File: src/rtl/serial_cfg_loader.sv
// serial_cfg_loader
//   Multi-channel serial configuration loader for the DAC control path.
//   A frame is: start bit (1), AW address bits MSB first, W payload bits
//   MSB first, one even-parity bit covering address and payload. Bits are
//   taken only on clock edges where sen=1. A good frame to an existing
//   channel commits its payload to that channel's register; any other
//   frame is rejected and counted in a saturating error counter.
//
// Ports
//   clk        system clock
//   rst        synchronous reset, active-high
//   sdi        serial data in
//   sen        bit strobe, sdi sampled only when sen=1
//   abort      drops the frame in progress without committing
//   clr_err    clears err_cnt (wins over a coincident rejection)
//   cfg_out    NCH*W channel registers, channel k at [k*W +: W]
//   loaded     per-channel sticky "written since reset" flag
//   busy       frame in progress (combinational from state)
//   done       one-cycle pulse after a successful commit
//   frame_err  one-cycle pulse after a rejected frame
//   err_cnt    saturating count of rejected frames
module serial_cfg_loader #(
   parameter int          NCH     = 3,
   parameter int          W       = 8,
   parameter int unsigned RST_VAL = 0,
   parameter int          ECW     = 4
) (
   input  logic               clk,
   input  logic               rst,
   input  logic               sdi,
   input  logic               sen,
   input  logic               abort,
   input  logic               clr_err,
   output logic [NCH*W-1:0]   cfg_out,
   output logic [NCH-1:0]     loaded,
   output logic               busy,
   output logic               done,
   output logic               frame_err,
   output logic [ECW-1:0]     err_cnt
);

   localparam int AW = (NCH > 1) ? $clog2(NCH) : 1;
   localparam int SW = AW + W;
   localparam int CMAX = (W > AW) ? W : AW;
   localparam int CW = $clog2(CMAX + 1);

   typedef enum logic [1:0] {IDLE, ADDR, DATA, PAR} state_t;

   state_t             state_q, state_d;
   logic [CW-1:0]      cnt_q, cnt_d;
   logic [SW-1:0]      sh_q, sh_d;
   logic [NCH*W-1:0]   cfg_q, cfg_d;
   logic [NCH-1:0]     loaded_q, loaded_d;
   logic               done_q, done_d;
   logic               ferr_q, ferr_d;
   logic [ECW-1:0]     err_q, err_d;

   logic [AW-1:0]      addr_w;
   logic [W-1:0]       payload_w;
   logic               par_ok_w;
   logic               addr_ok_w;

   function automatic logic [ECW-1:0] sat_inc(input logic [ECW-1:0] v);
      return (v == {ECW{1'b1}}) ? v : v + ECW'(1);
   endfunction

   function automatic logic [NCH*W-1:0] rst_image();
      logic [NCH*W-1:0] r;
      for (int k = 0; k < NCH; k++) begin
         r[k*W +: W] = W'(RST_VAL);
      end
      return r;
   endfunction

   // Address occupies the upper AW bits of the shift register once the
   // payload has been shifted in behind it.
   assign addr_w    = sh_q[SW-1 -: AW];
   assign payload_w = sh_q[W-1:0];
   assign par_ok_w  = ~(^sh_q ^ sdi);
   assign addr_ok_w = (int'(addr_w) < NCH);

   always_comb begin
      state_d  = state_q;
      cnt_d    = cnt_q;
      sh_d     = sh_q;
      cfg_d    = cfg_q;
      loaded_d = loaded_q;
      done_d   = 1'b0;
      ferr_d   = 1'b0;
      err_d    = err_q;

      if (abort) begin
         // Abort beats everything, including a coincident parity edge.
         state_d = IDLE;
      end else if (sen) begin
         case (state_q)
            IDLE: begin
               if (sdi) begin
                  state_d = ADDR;
                  cnt_d   = '0;
                  sh_d    = '0;
               end
            end
            ADDR: begin
               sh_d = {sh_q[SW-2:0], sdi};
               if (cnt_q == CW'(AW - 1)) begin
                  state_d = DATA;
                  cnt_d   = '0;
               end else begin
                  cnt_d = cnt_q + CW'(1);
               end
            end
            DATA: begin
               sh_d = {sh_q[SW-2:0], sdi};
               if (cnt_q == CW'(W - 1)) begin
                  state_d = PAR;
                  cnt_d   = '0;
               end else begin
                  cnt_d = cnt_q + CW'(1);
               end
            end
            PAR: begin
               state_d = IDLE;
               if (par_ok_w && addr_ok_w) begin
                  for (int k = 0; k < NCH; k++) begin
                     if (int'(addr_w) == k) begin
                        cfg_d[k*W +: W] = payload_w;
                        loaded_d[k]     = 1'b1;
                     end
                  end
                  done_d = 1'b1;
               end else begin
                  ferr_d = 1'b1;
                  err_d  = sat_inc(err_q);
               end
            end
            default: state_d = IDLE;
         endcase
      end

      if (clr_err) begin
         err_d = '0;
      end
   end

   always_ff @(posedge clk) begin
      if (rst) begin
         state_q  <= IDLE;
         cnt_q    <= '0;
         sh_q     <= '0;
         cfg_q    <= rst_image();
         loaded_q <= '0;
         done_q   <= 1'b0;
         ferr_q   <= 1'b0;
         err_q    <= '0;
      end else begin
         state_q  <= state_d;
         cnt_q    <= cnt_d;
         sh_q     <= sh_d;
         cfg_q    <= cfg_d;
         loaded_q <= loaded_d;
         done_q   <= done_d;
         ferr_q   <= ferr_d;
         err_q    <= err_d;
      end
   end

   assign cfg_out   = cfg_q;
   assign loaded    = loaded_q;
   assign busy      = (state_q != IDLE);
   assign done      = done_q;
   assign frame_err = ferr_q;
   assign err_cnt   = err_q;

endmodule

File: config.mk
export PLATFORM = sky130hd
export DESIGN_NAME = serial_cfg_loader
export DESIGN_NICKNAME = d
export VERILOG_FILES = /design/src/rtl/serial_cfg_loader.sv
export SDC_FILE = /design/constraint.sdc
export NUM_CORES = 1
export LEC_CHECK = 0
export BUFFER_PORTS_ARGS = -buffer_cell sky130_fd_sc_hd__buf_2
export CAP_MARGIN = 20
export CORE_MARGIN = 2
export CORE_UTILIZATION = 60
export DETAILED_ROUTE_END_ITERATION = 8
export GPL_ROUTABILITY_DRIVEN = 0
export PLACE_DENSITY = 0.84
export SYNTH_ARGS = -nofsm -noshare
export SYNTH_HDL_FRONTEND = slang
export SYNTH_SLANG_ARGS = --single-unit
File: constraint.sdc
create_clock -name clk -period 4.4 [get_ports clk]
set_input_delay 0.22 -clock clk [delete_from_list [all_inputs] [get_ports clk]]
set_output_delay 0.22 -clock clk [all_outputs]
set_load 0.05 [all_outputs]
* Word-level counts from Yosys, hierarchy flattened
Index checks and enable logic that the tools add are counted.
Storage, ports and cells: flip-flop bits (word level) 49, latch bits 0, memory bits (writable) 0, bits in read-only memories 0, word-level logic and storage cells 63, memories kept 0
Cells by class: add/subtract/negate cells 2, multiply operators 0, div/mod/pow operators 0, magnitude comparators 1, equality and inequality tests 11, shifts and indexed selects 0, multiplexer cells 12, bitwise logic cells 7, reductions and logical operators 18
Operator list (number):
- 10-bit one-hot mux with 2 select lines | 1
- 5-bit AND reduction | 4
- 4-bit two-way mux | 3
- 4-bit one-hot mux with 3 select lines | 1
- 4-bit AND reduction | 3
- 10-bit two-way mux | 1
- 10-bit parity | 1
- 4-bit by 1-bit adder with 4-bit output (second input constant) | 2
- 2-bit equality test (second input constant) | 4
- 2-bit one-hot mux with 4 select lines | 1
- 2-bit two-way mux | 3
- 2-bit != test (second input constant) | 3
- 1-bit NOT | 6
- 2-bit OR reduction | 3
- 4-bit by 1-bit equality test with 1-bit output (second input constant) | 1
- 4-bit by 3-bit equality test with 1-bit output (second input constant) | 1
- 4-bit equality test (second input constant) | 1
- 2-bit logical NOT | 2
- 2-bit nonzero test | 2
- 4-bit OR reduction | 1
- 3-bit nonzero test | 1
- 2-bit by 1-bit equality test with 1-bit output (second input constant) | 1
- 2-bit < comparator (second input constant) | 1
- 1-bit two-way mux | 2
- other kinds (2) | 2

* Logic depth before layout (Yosys ltp)
Gate-level depths: netlist of run 1.
depth in word-level cells 6, gate-level depth with buffers 9

* Least setup slack after synthesis of run 1
No wires, ideal clock.
kind reg2reg, start point register sh_q[8], end point register cfg_q[0] (netlist: cfg_out[0]), library setup time 132 ps, arrival time 2031 ps, setup slack 2237 ps, cell stages (with the launch flop) 9, path buffers 1, cells stage by stage dfxtp_1 -> inv_1 -> ha_1 -> xnor2_1 -> xnor3_2 -> xor2_2 -> buf_6 -> o31ai_1 -> a21oi_1
Between the ends: longest elaborated chain between the ends 5, elaborated cells on any way between the ends 7, those cells by class order compare: 1; bitwise: 2; reduce/logical: 4
RTL lines:
- start: declaration | RTL line 51 | logic [SW-1:0] sh_q, sh_d;
- start signal: assignment | RTL line 150 | sh_q <= '0;
- start signal: assignment | RTL line 159 | sh_q <= sh_d;
- 10-bit parity | RTL line 79 | assign par_ok_w = ~(^sh_q ^ sdi);
- 1-bit bitwise XOR | RTL line 79
- 1-bit NOT | RTL line 79
- 1-bit logical AND | RTL line 124 | if (par_ok_w && addr_ok_w) begin
- 5-bit AND reduction (no line) *
- end signal: assignment | RTL line 151 | cfg_q <= rst_image();
- end signal: assignment | RTL line 160 | cfg_q <= cfg_d;
- end: declaration | RTL line 52 | logic [NCH*W-1:0] cfg_q, cfg_d;
Mark *: on every way between the ends. The rest lies on a longest branch, timed or not. A chain may end at the register's enable or synchronous reset.

* Final worst setup path of run 1
start point register sh_q[8], end point register cfg_q[15] (netlist: cfg_out[15])
The elaborated chain is that of the path after synthesis.

==> impl_metrics.ini, run 1 <==
[outcome]
outcome = finished, final reports clean

[critical_path]
worstSetupEndpointType = flip-flop
crit_path_start_kind = flip-flop
rrSetupSlack_ns = 1.85
path_depth = 8
r2r.worst_path.cells = 8
peak_per_stage_delay_on_the_critical_path_ns = 0.49
critical_path_class = flip-flop to flip-flop
worst_reg2reg_startpoint = sh_q[8]
critical_path.top_delay_family = XOR/XNOR gates
worst-endpoint-required_ns = 4.61
cp_cell_sequence = inv_1, ha_1, xnor2_1, xnor3_2, xnor2_2, buf_8, nand4_1, a21oi_1
critical_path_peak_fanout = 20
rr_endpoint = cfg_out[15]
cpMaxStageDelayCell = xnor2_2
worst_ep_arrival_time_ns = 2.76
crit_buf_inv = 2

[pwr]
total_switching_power_uw = 172
pwr-share-comb_pct = 5.5
pwr-share-seq_pct = 59.2
total_leakage_power_uw = 0.00101
p_per_area_mw_per_mm2 = 286
power.share.switching_pct = 22.9
vdd_drop_max_uv = 238
p_int_uw = 579
p_clk_share_pct = 35.3

[synth]
ys_ff_latch = 49
ranking_of_synthesized_cells_by_area = dfxtp_1 42%, a21oi_1 8.3%, o31ai_1 7.7%
synthFlopType = dfxtp_1
post-synth-top-count-cell = dfxtp_1
synth.area.mux_share_pct = 2.13
synth_largest_area_cell = dfxtp_1
synth_simple_gate_area_share_pct = 18.7
synth.cells.most_frequent = 49 x dfxtp_1, 39 x a21oi_1, 25 x nand4_1
count_of_mapped_cells_out_of_synthesis = 266
post_synthesis_share_of_cell_area_spent_on_xor_and_xnor_gates_pct = 4.95
synth_top_cell_area_share_pct = 41.7
synthArstFlopShare_pct = 0
syn_avg_cell_area_um2 = 8.84
synth_fp_nets = 284
unique_masters_post_synth = 38
synth_sequential_area_ratio_pct = 41.7
synth_fa_ha_area_share_pct = 6.39
synth_area_mm2 = 0.00235
main_combinational_cell_family_by_area_after_synthesis = compound AO/OA/AOI/OAI gates
yosysWarningCount = 0
synth-edff-count = 0
synth-compound-area-share_pct = 19.9

[route]
avgViaCountPerCell = 6.27
pre_antenna_drt_iters = 4
route.detailed.wl_per_inst_um = 16.2
drt-initial-drc-count = 238
antenna_left = 0
remaining_drc_errors = 0
routed_wl_um = 5550
route.vias.total = 2145

[placement]
buffer_ports.inserted = 39
hpwl_um = 3690
placement.cell_area_mm2 = 0.00253

[global_routing]
global_route.overflow_total = 0
grt_pass1_vias = 1894
grt.total_usage_pct = 27.0
grt_pass1_wl_um = 9190
grt_antenna_before_repair = 0
grt_max_degree = 49

[layout]
final.fill_count = 301
final_layout_size_suffix_gt1_share_pct = 18.0
layout.cell_area.non_filler_mm2 = 0.00262
antenna_cells = 0
nets = 312
syn2layout_area_growth_pct = 11.4
finish.utilization_pct = 70.5

[die]
rows = 22
floorplan.initialDensity_pct = 63.3
fp.dieH_um = 66.6
floorplan.die_area_mm2 = 0.00443
placeableCoreArea_mm2 = 0.00372
die_width_um = 66.6
io_pins = 40

[worst_hold_path]
timing.hold.worst.class = primary input to flip-flop
min_delay_worst_endpoint = state_q[1]
min_path_cells = 2
hold_path.startpoint = abort

[sta]
fmaxAchievable_mhz = 392
sum_neg_setup_slack_ns = 0
finalCriticalPeriod_ns = 2.55
grt_setup_unrepaired = false
hold_ws_ns = 0.170
min_period_over_period_pct = 57.9
final_hold_viol_count = 0
finalSetupViolCount = 0
drv_slew = 0
tightestPinTransition_ns = 1.03
worst_relative_slew_slack_pct = 31.3
final_worst_clock_skew_ns = 0.0109

[clocking]
sink_count = 49
cts.repair_timing.setup_buffer_count = 0
clk_pin_slew_ns = 0.08
worstSkewPairLatency_ns = 0.30
cts_repair_resize_count = 0
cts-hold-fix-buffers = 0
cts_max_level = 2
cts_bufs_inserted = 5
ctsRootBufferMaster = clkbuf_8
clock_tree.buffer_depth = 2
tritoncts = yes

[run]
drv.max_cap_violation_count = 0
-- per-layer routing --
| layer | vias to the layer above | wire, um | share of wire [%] | track usage, % |
|---|---|---|---|---|
| met5 | - | 0 | 0 | 0 |
| met4 | 0 | 59 | 1.1 | 7.40 |
| met3 | 9 | 316 | 5.7 | 4.90 |
| met2 | 72 | 2820 | 51 | 45.3 |
| met1 | 1031 | 2350 | 42 | 35.7 |
| li1 | 1033 | - | - | - |
-- state kept, by name, summed over array words and instances, names as in the netlist --
register	cells
frame_err	1
cfg_out	24
loaded	3
state_q	2
cnt_q	4
err_cnt	4
sh_q	10
done	1
-- cell usage in the layout, fill, tap and decap left out, types with 11 or more instances in the layout --
master,Yosys,final
dfxtp_1,49,49
o31ai_1,24,24
ha_1,12,12
nand3_1,13,13
nand2_1,16,16
inv_1,11,11
nand4_1,25,25
buf_2,1,39
nor2_1,12,12
a21oi_1,39,39
-- kinds of logic after synthesis --
kind of cell    count (synthesis)
simple gates                   83
fa+ha+maj                      12
mux                             5
flops                          49
compound gates                 76
buf+inv                        32
xor+xnor                        9
-- worst register-to-register path, stage by stage (launching register included) --
cell     delay, ns
dfxtp_1       0.40
inv_1         0.09
ha_1          0.31
xnor2_1       0.21
xnor3_2       0.42
xnor2_2       0.49
buf_8         0.24
nand4_1       0.14
a21oi_1       0.17
-- layout make-up --
class,instances,area (um2),area share [%]
Timing Repair Buffer,42,225,8.60
Clock inverter,1,7.51,0.287
Sequential cell,49,981,37.4
Tap cell,48,60.1,2.29
Inverter,11,41.3,1.58
Clock buffer,6,82.6,3.15
Multi-Input combinational cell,185,1220,46.7
-- worst max-delay path by stage --
| stage | from | slack [ns] | to |
|---|---|---|---|
| global route | sh_q[8] | 1.67 | cfg_out[4] |
| finish | sh_q[8] | 1.85 | cfg_out[15] |
| floorplan | sh_q[8] | 2.24 | cfg_out[0] |
| global placement | sh_q[8] | 1.63 | err_cnt[3] |
| CTS | sh_q[8] | 1.84 | cfg_out[4] |
| detailed placement | sh_q[8] | 1.91 | cfg_out[9] |
-- stage by stage --
step / setup slack (ns) / cells / power [uW]
final: 1.85 / 342 / 750
after global routing: 1.67 / 342 / 769
after CTS: 1.84 / 342 / 751
after detailed placement: 1.91 / 335 / 495
after global placement: 1.63 / 334 / 493
after floorplan: 2.24 / 266 / 487
-- power by group through the flow --
stage	clock network, uW	registers [uW]	logic (uW)
4_1_cts	266	444	40.8
6_report	265	444	41.2
3_3_place_gp	0	455	38.4
5_1_grt	280	444	45.3
3_5_place_dp	0	455	40.7
2_1_floorplan	0	454	32.5
No activity file was read; power rests on OpenSTA's default activity.
==> inputs of run 2 (changes only) <==
- CORE_UTILIZATION: 60 -> 50
- PLACE_DENSITY: 0.84 -> 0.75
- clock period: 4.4 -> 2.27 ns (I/O delays scaled with it)
==> impl_metrics.ini, run 2 (synthesis gave the netlist of run 1 again) <==
[outcome]
outcome = finished, final reports clean

[sta]
timing.final.ws_setup_ns = 0.141
tightestPinTransition_ns = 0.490
min_period_over_period_pct = 93.8
fmaxAchievable_mhz = 470
grt_setup_unrepaired = false
final_hold_viol_count = 0
sum_neg_setup_slack_ns = 0
finalCriticalPeriod_ns = 2.13
drv_slew = 0
final_worst_clock_skew_ns = 0.00683
worst_relative_slew_slack_pct = 67.3
hold_ws_ns = 0.0354
finalSetupViolCount = 0

[critical_path]
worstSetupEndpointType = flip-flop
crit_path_start_kind = flip-flop
critical_path_peak_fanout = 29
worst-endpoint-required_ns = 2.51
critical_path_class = flip-flop to flip-flop
rrSetupSlack_ns = 0.14
worst_ep_arrival_time_ns = 2.37

[layout]
final_layout_size_suffix_gt1_share_pct = 23.0
nets = 330
seqCellArea_um2 = 981
layout.cells.most_common_list = 49 x dfxtp_1, 39 x a21oi_1, 39 x buf_2, 25 x nand4_1, 24 x o31ai_1
syn2layout_area_growth_pct = 19.7
multi_input_area_mm2 = 0.00124
fin_cells = 365
antenna_cells = 0
final.fill_count = 380
flip_flop_count_of_the_largest_register_all_copies_and_words_added = 24
most_common_library_cell_in_the_layout_ignoring_fill_and_taps = dfxtp_1
layout.cell_area.non_filler_mm2 = 0.00281

[route]
avgViaCountPerCell = 5.77
routed_wl_um = 5400
pre_antenna_drt_iters = 4
route.vias.total = 2105
antenna_left = 0
drt-initial-drc-count = 106
route.detailed.wl_per_inst_um = 14.8
remaining_drc_errors = 0

[pwr]
p_clk_share_pct = 39.6
pwr-share-seq_pct = 54.7
vdd_drop_max_uv = 257
pwr-share-comb_pct = 5.7
p_int_uw = 1220
total_switching_power_uw = 354
total_leakage_power_uw = 0.00113
power.share.switching_pct = 22.5
p_per_area_mw_per_mm2 = 559

[clocking]
clock_tree.buffer_depth = 2
cts_bufs_inserted = 5
worstSkewPairLatency_ns = 0.31
clk_pin_slew_ns = 0.09
tritoncts = yes
ctsRootBufferMaster = clkbuf_8
cts_max_level = 2
sink_count = 49

[run]
drv.max_cap_violation_count = 0

[global_routing]
grt_pass1_wl_um = 8920
grt_antenna_before_repair = 0
grt.total_usage_pct = 21.6
global_route.overflow_total = 0
grt_pass1_vias = 1865
grt_max_degree = 30

[die]
rows = 24
floorplan.initialDensity_pct = 52.9
placeableCoreArea_mm2 = 0.00444
floorplan.die_area_mm2 = 0.00527
die_width_um = 72.6
fp.dieH_um = 72.6
io_pins = 40

[placement]
dpl.cell_count = 357
buffer_ports.inserted = 39
hpwl_um = 3710
placement.cell_area_mm2 = 0.00268
placement.setup.worst_slack_ns = -0.0404

[worst_hold_path]
timing.hold.worst.class = primary input to flip-flop
-- run 2: what timing repair did --
| item | CTS | global route |
|---|---|---|
| setup buffers | 0 | 0 |
| hold buffers | 0 | 0 |
| gates resized for setup | 2 | 2 |
| pin swaps | 1 | 1 |
| setup endpoints to repair | 3 | 2 |
-- run 2: metrics by stage --
step	util, %	total power (uW)
CTS	63.2	1580
global route	63.3	1620
finish	63.3	1570
global placement	60.0	964
detailed placement	60.4	967
floorplan	-	944
-- run 2: per-layer routing --
layer	GRT usage (%)	vias to the layer above	part of all wire, %
met3	4.70	6	5.6
met1	30.4	962	48
met5	0	-	0
met4	7.20	0	1.1
met2	33.0	62	45
li1	-	1075	-
-- run 2: final timing paths --
kind,start,to,depth (start not counted)
max,sh_q[8],err_cnt[3],9
min reg2reg,cfg_out[9],cfg_out[9],2
min,abort,state_q[1],2
max reg2reg,sh_q[8],err_cnt[3],9
-- run 2: layout make-up --
cell class | instances | area share (%)
Multi-Input combinational cell | 185 | 44.0
Sequential cell | 49 | 34.9
Timing Repair Buffer | 60 | 13.4
Clock buffer | 6 | 2.58
Tap cell | 52 | 2.31
Inverter | 11 | 1.47
Clock inverter | 2 | 1.38
-- run 2: worst max-delay path: stages, from the launching register on --
cell and delay, ns:
dfxtp_1 0.34, inv_1 0.06, ha_1 0.30, xnor2_1 0.17, xnor3_2 0.33, buf_4 0.17
xnor2_2 0.14, buf_12 0.17, a21oi_1 0.19, mux2i_1 0.19
-- run 2: power by group through the flow --
stage	Clock [uW]	Combinational, uW	Sequential, uW
finish	622	89.4	861
floorplan	0	63.1	881
detailed placement	0	86.5	881
global placement	0	82.9	881
CTS	633	87.6	861
global route	665	97.2	861
==> inputs of run 3 (changes only) <==
- ABC_AREA: not set -> 1
- CORE_UTILIZATION: 50 -> 49
- PLACE_DENSITY: 0.75 -> 0.74
==> impl_metrics.ini, run 3 <==
[critical_path]
critical_path_peak_fanout = 10
cp_cell_sequence = inv_1, ha_1, inv_1, nand2_1, nand3_1, nand2_1, nand2_1, nand3_4, nor2_4, inv_2, nor2_1, nor2_1
cpMaxStageDelayCell = dfxtp_1
crit_path_start_kind = flip-flop
peak_per_stage_delay_on_the_critical_path_ns = 0.40
critical_path.top_delay_family = simple AND/OR/NAND/NOR gates
critPathMostFrequentCell = nand2_1
critical_path_class = flip-flop to flip-flop
worst-endpoint-required_ns = 2.48
crit_buf_inv = 3
worstSetupEndpointType = flip-flop
worst_ep_arrival_time_ns = 2.19

[route]
routed_wl_um = 4580
avgViaCountPerCell = 4.97
route.vias.total = 1977
pre_antenna_drt_iters = 4
route.detailed.wl_per_inst_um = 11.5
remaining_drc_errors = 0
antenna_left = 0
drt-initial-drc-count = 114

[synth]
ys_ff_latch = 49
synth-edff-count = 0
unique_masters_post_synth = 23
synthArstFlopShare_pct = 0
syn_avg_cell_area_um2 = 7.19
synth_top_cell_area_share_pct = 44.1
synth_fp_nets = 327
ranking_of_synthesized_cells_by_area = dfxtp_1 44%, nand2_1 12%, nor2_1 11%
post-synth-top-count-cell = nand2_1
count_of_mapped_cells_out_of_synthesis = 309
synth.cells.most_frequent = 69 x nand2_1, 64 x nor2_1, 49 x dfxtp_1
synth_area_mm2 = 0.00222
yosysWarningCount = 0
synthFlopType = dfxtp_1
synth_sequential_area_ratio_pct = 44.1
synth_largest_area_cell = dfxtp_1

[pwr]
total_leakage_power_uw = 0.00126
tot_pwr_uw = 1440
p_clk_share_pct = 35.9
p_per_area_mw_per_mm2 = 571
total_switching_power_uw = 348
power.share.switching_pct = 24.1
vdd_drop_max_uv = 436
pwr-share-comb_pct = 4.3
p_int_uw = 1100
pwr-share-seq_pct = 59.8

[die]
placeableCoreArea_mm2 = 0.00435
io_pins = 40
floorplan.initialDensity_pct = 51.0
rows = 24
fp.dieH_um = 71.3
floorplan.die_area_mm2 = 0.00509
die_width_um = 71.3

[clocking]
clock_tree.buffer_depth = 2
cts_repair_resize_count = 0
cts-hold-fix-buffers = 0
sink_count = 49
tritoncts = yes
ctsRootBufferMaster = clkbuf_8
cts.repair_timing.setup_buffer_count = 0
cts_max_level = 2
clk_pin_slew_ns = 0.09
cts_bufs_inserted = 5
worstSkewPairLatency_ns = 0.31

[sta]
finalSetupViolCount = 0
grt_setup_unrepaired = false
finalCriticalPeriod_ns = 1.98
tightestPinTransition_ns = 0.590
sum_neg_setup_slack_ns = 0
worst_relative_slew_slack_pct = 60.6
drv_slew = 0
fmaxAchievable_mhz = 505
final_hold_viol_count = 0
min_period_over_period_pct = 87.3
final_worst_clock_skew_ns = 0.0104

[global_routing]
global_route.overflow_total = 0
grt.total_usage_pct = 19.5
grt_antenna_before_repair = 0
grt_max_degree = 26
grt_pass1_vias = 1762
grt_pass1_wl_um = 7870

[layout]
nets = 363
final_layout_size_suffix_gt1_share_pct = 17.6
syn2layout_area_growth_pct = 13.7
antenna_cells = 0
flip_flop_count_of_the_largest_register_all_copies_and_words_added = 24
most_common_library_cell_in_the_layout_ignoring_fill_and_taps = nand2_1
layout.cells.most_common_list = 69 x nand2_1, 64 x nor2_1, 49 x dfxtp_1, 39 x buf_2, 27 x o21ai_0

[placement]
hpwl_um = 3270
buffer_ports.inserted = 39

[worst_hold_path]
timing.hold.worst.class = primary input to flip-flop

[outcome]
outcome = finished, final reports clean

[run]
drv.max_cap_violation_count = 0
[run 3: stage by stage]
| stage | area [um2] | util (%) | setup slack, ns | instances | hold WS (ns) |
|---|---|---|---|---|---|
| floorplan | 2220 | - | 0.317 | 309 | 0.257 |
| global route | 2530 | 58.0 | 0.0305 | 398 | 0.0703 |
| CTS | 2530 | 58.0 | 0.273 | 398 | 0.0326 |
| global placement | 2440 | 56.0 | 0.343 | 390 | 0.363 |
| finish | 2530 | 58.0 | 0.288 | 398 | 0.0379 |
| detailed placement | 2440 | 56.0 | 0.289 | 390 | 0.366 |
[run 3: power groups by stage]
stage	combinational (uW)	sequential (uW)	clock, uW
final	62.6	863	518
after global routing	70.0	864	561
after CTS	62.7	863	531
after detailed placement	62.4	883	0
after global placement	61.7	883	0
after floorplan	44.5	883	0
[run 3: logic make-up after synthesis]
kind of cell / share of synthesized area, %
AOI/OAI and AO/OA: 11.0
xor gates and xnor gates: 1.58
adders and majority gates: 6.76
buffers and inverters: 7.71
DFF: 44.1
and+or+nand+nor: 28.8
[run 3: routing by layer]
layer	global-route usage [%]	wire [um]	share of wire, %
met1	26.2	2220	48
met2	30.7	2030	44
met3	4.36	219	4.8
met4	7.55	110	2.4
met5	0	0	0
[run 3: worst reg2reg max path, cell delays in order (launching register included)]
cell     delay, ns
dfxtp_1       0.40
inv_1         0.09
ha_1          0.33
inv_1         0.08
nand2_1       0.07
nand3_1       0.08
nand2_1       0.05
nand2_1       0.10
nand3_4       0.16
nor2_4        0.25
inv_2         0.12
nor2_1        0.10
nor2_1        0.06
[run 3: worst paths after layout]
path / from / end / slack, ns / depth (start not counted)
hold reg to reg: loaded[1] / loaded[1] / 0.47 / 2
setup / recovery: sh_q[8] / cfg_out[12] / 0.29 / 12
hold / removal: clr_err / err_cnt[0] / 0.04 / 4
setup reg to reg: sh_q[8] / cfg_out[12] / 0.29 / 12
[run 3: area by class of cell]
cell class | instances | area (um2)
Clock buffer | 6 | 72.6
Clock inverter | 2 | 15.0
Fill cell | 417 | 1830
Inverter | 30 | 113
Multi-Input combinational cell | 218 | 1070
Sequential cell | 49 | 981
Tap cell | 52 | 65.1
Timing Repair Buffer | 41 | 210
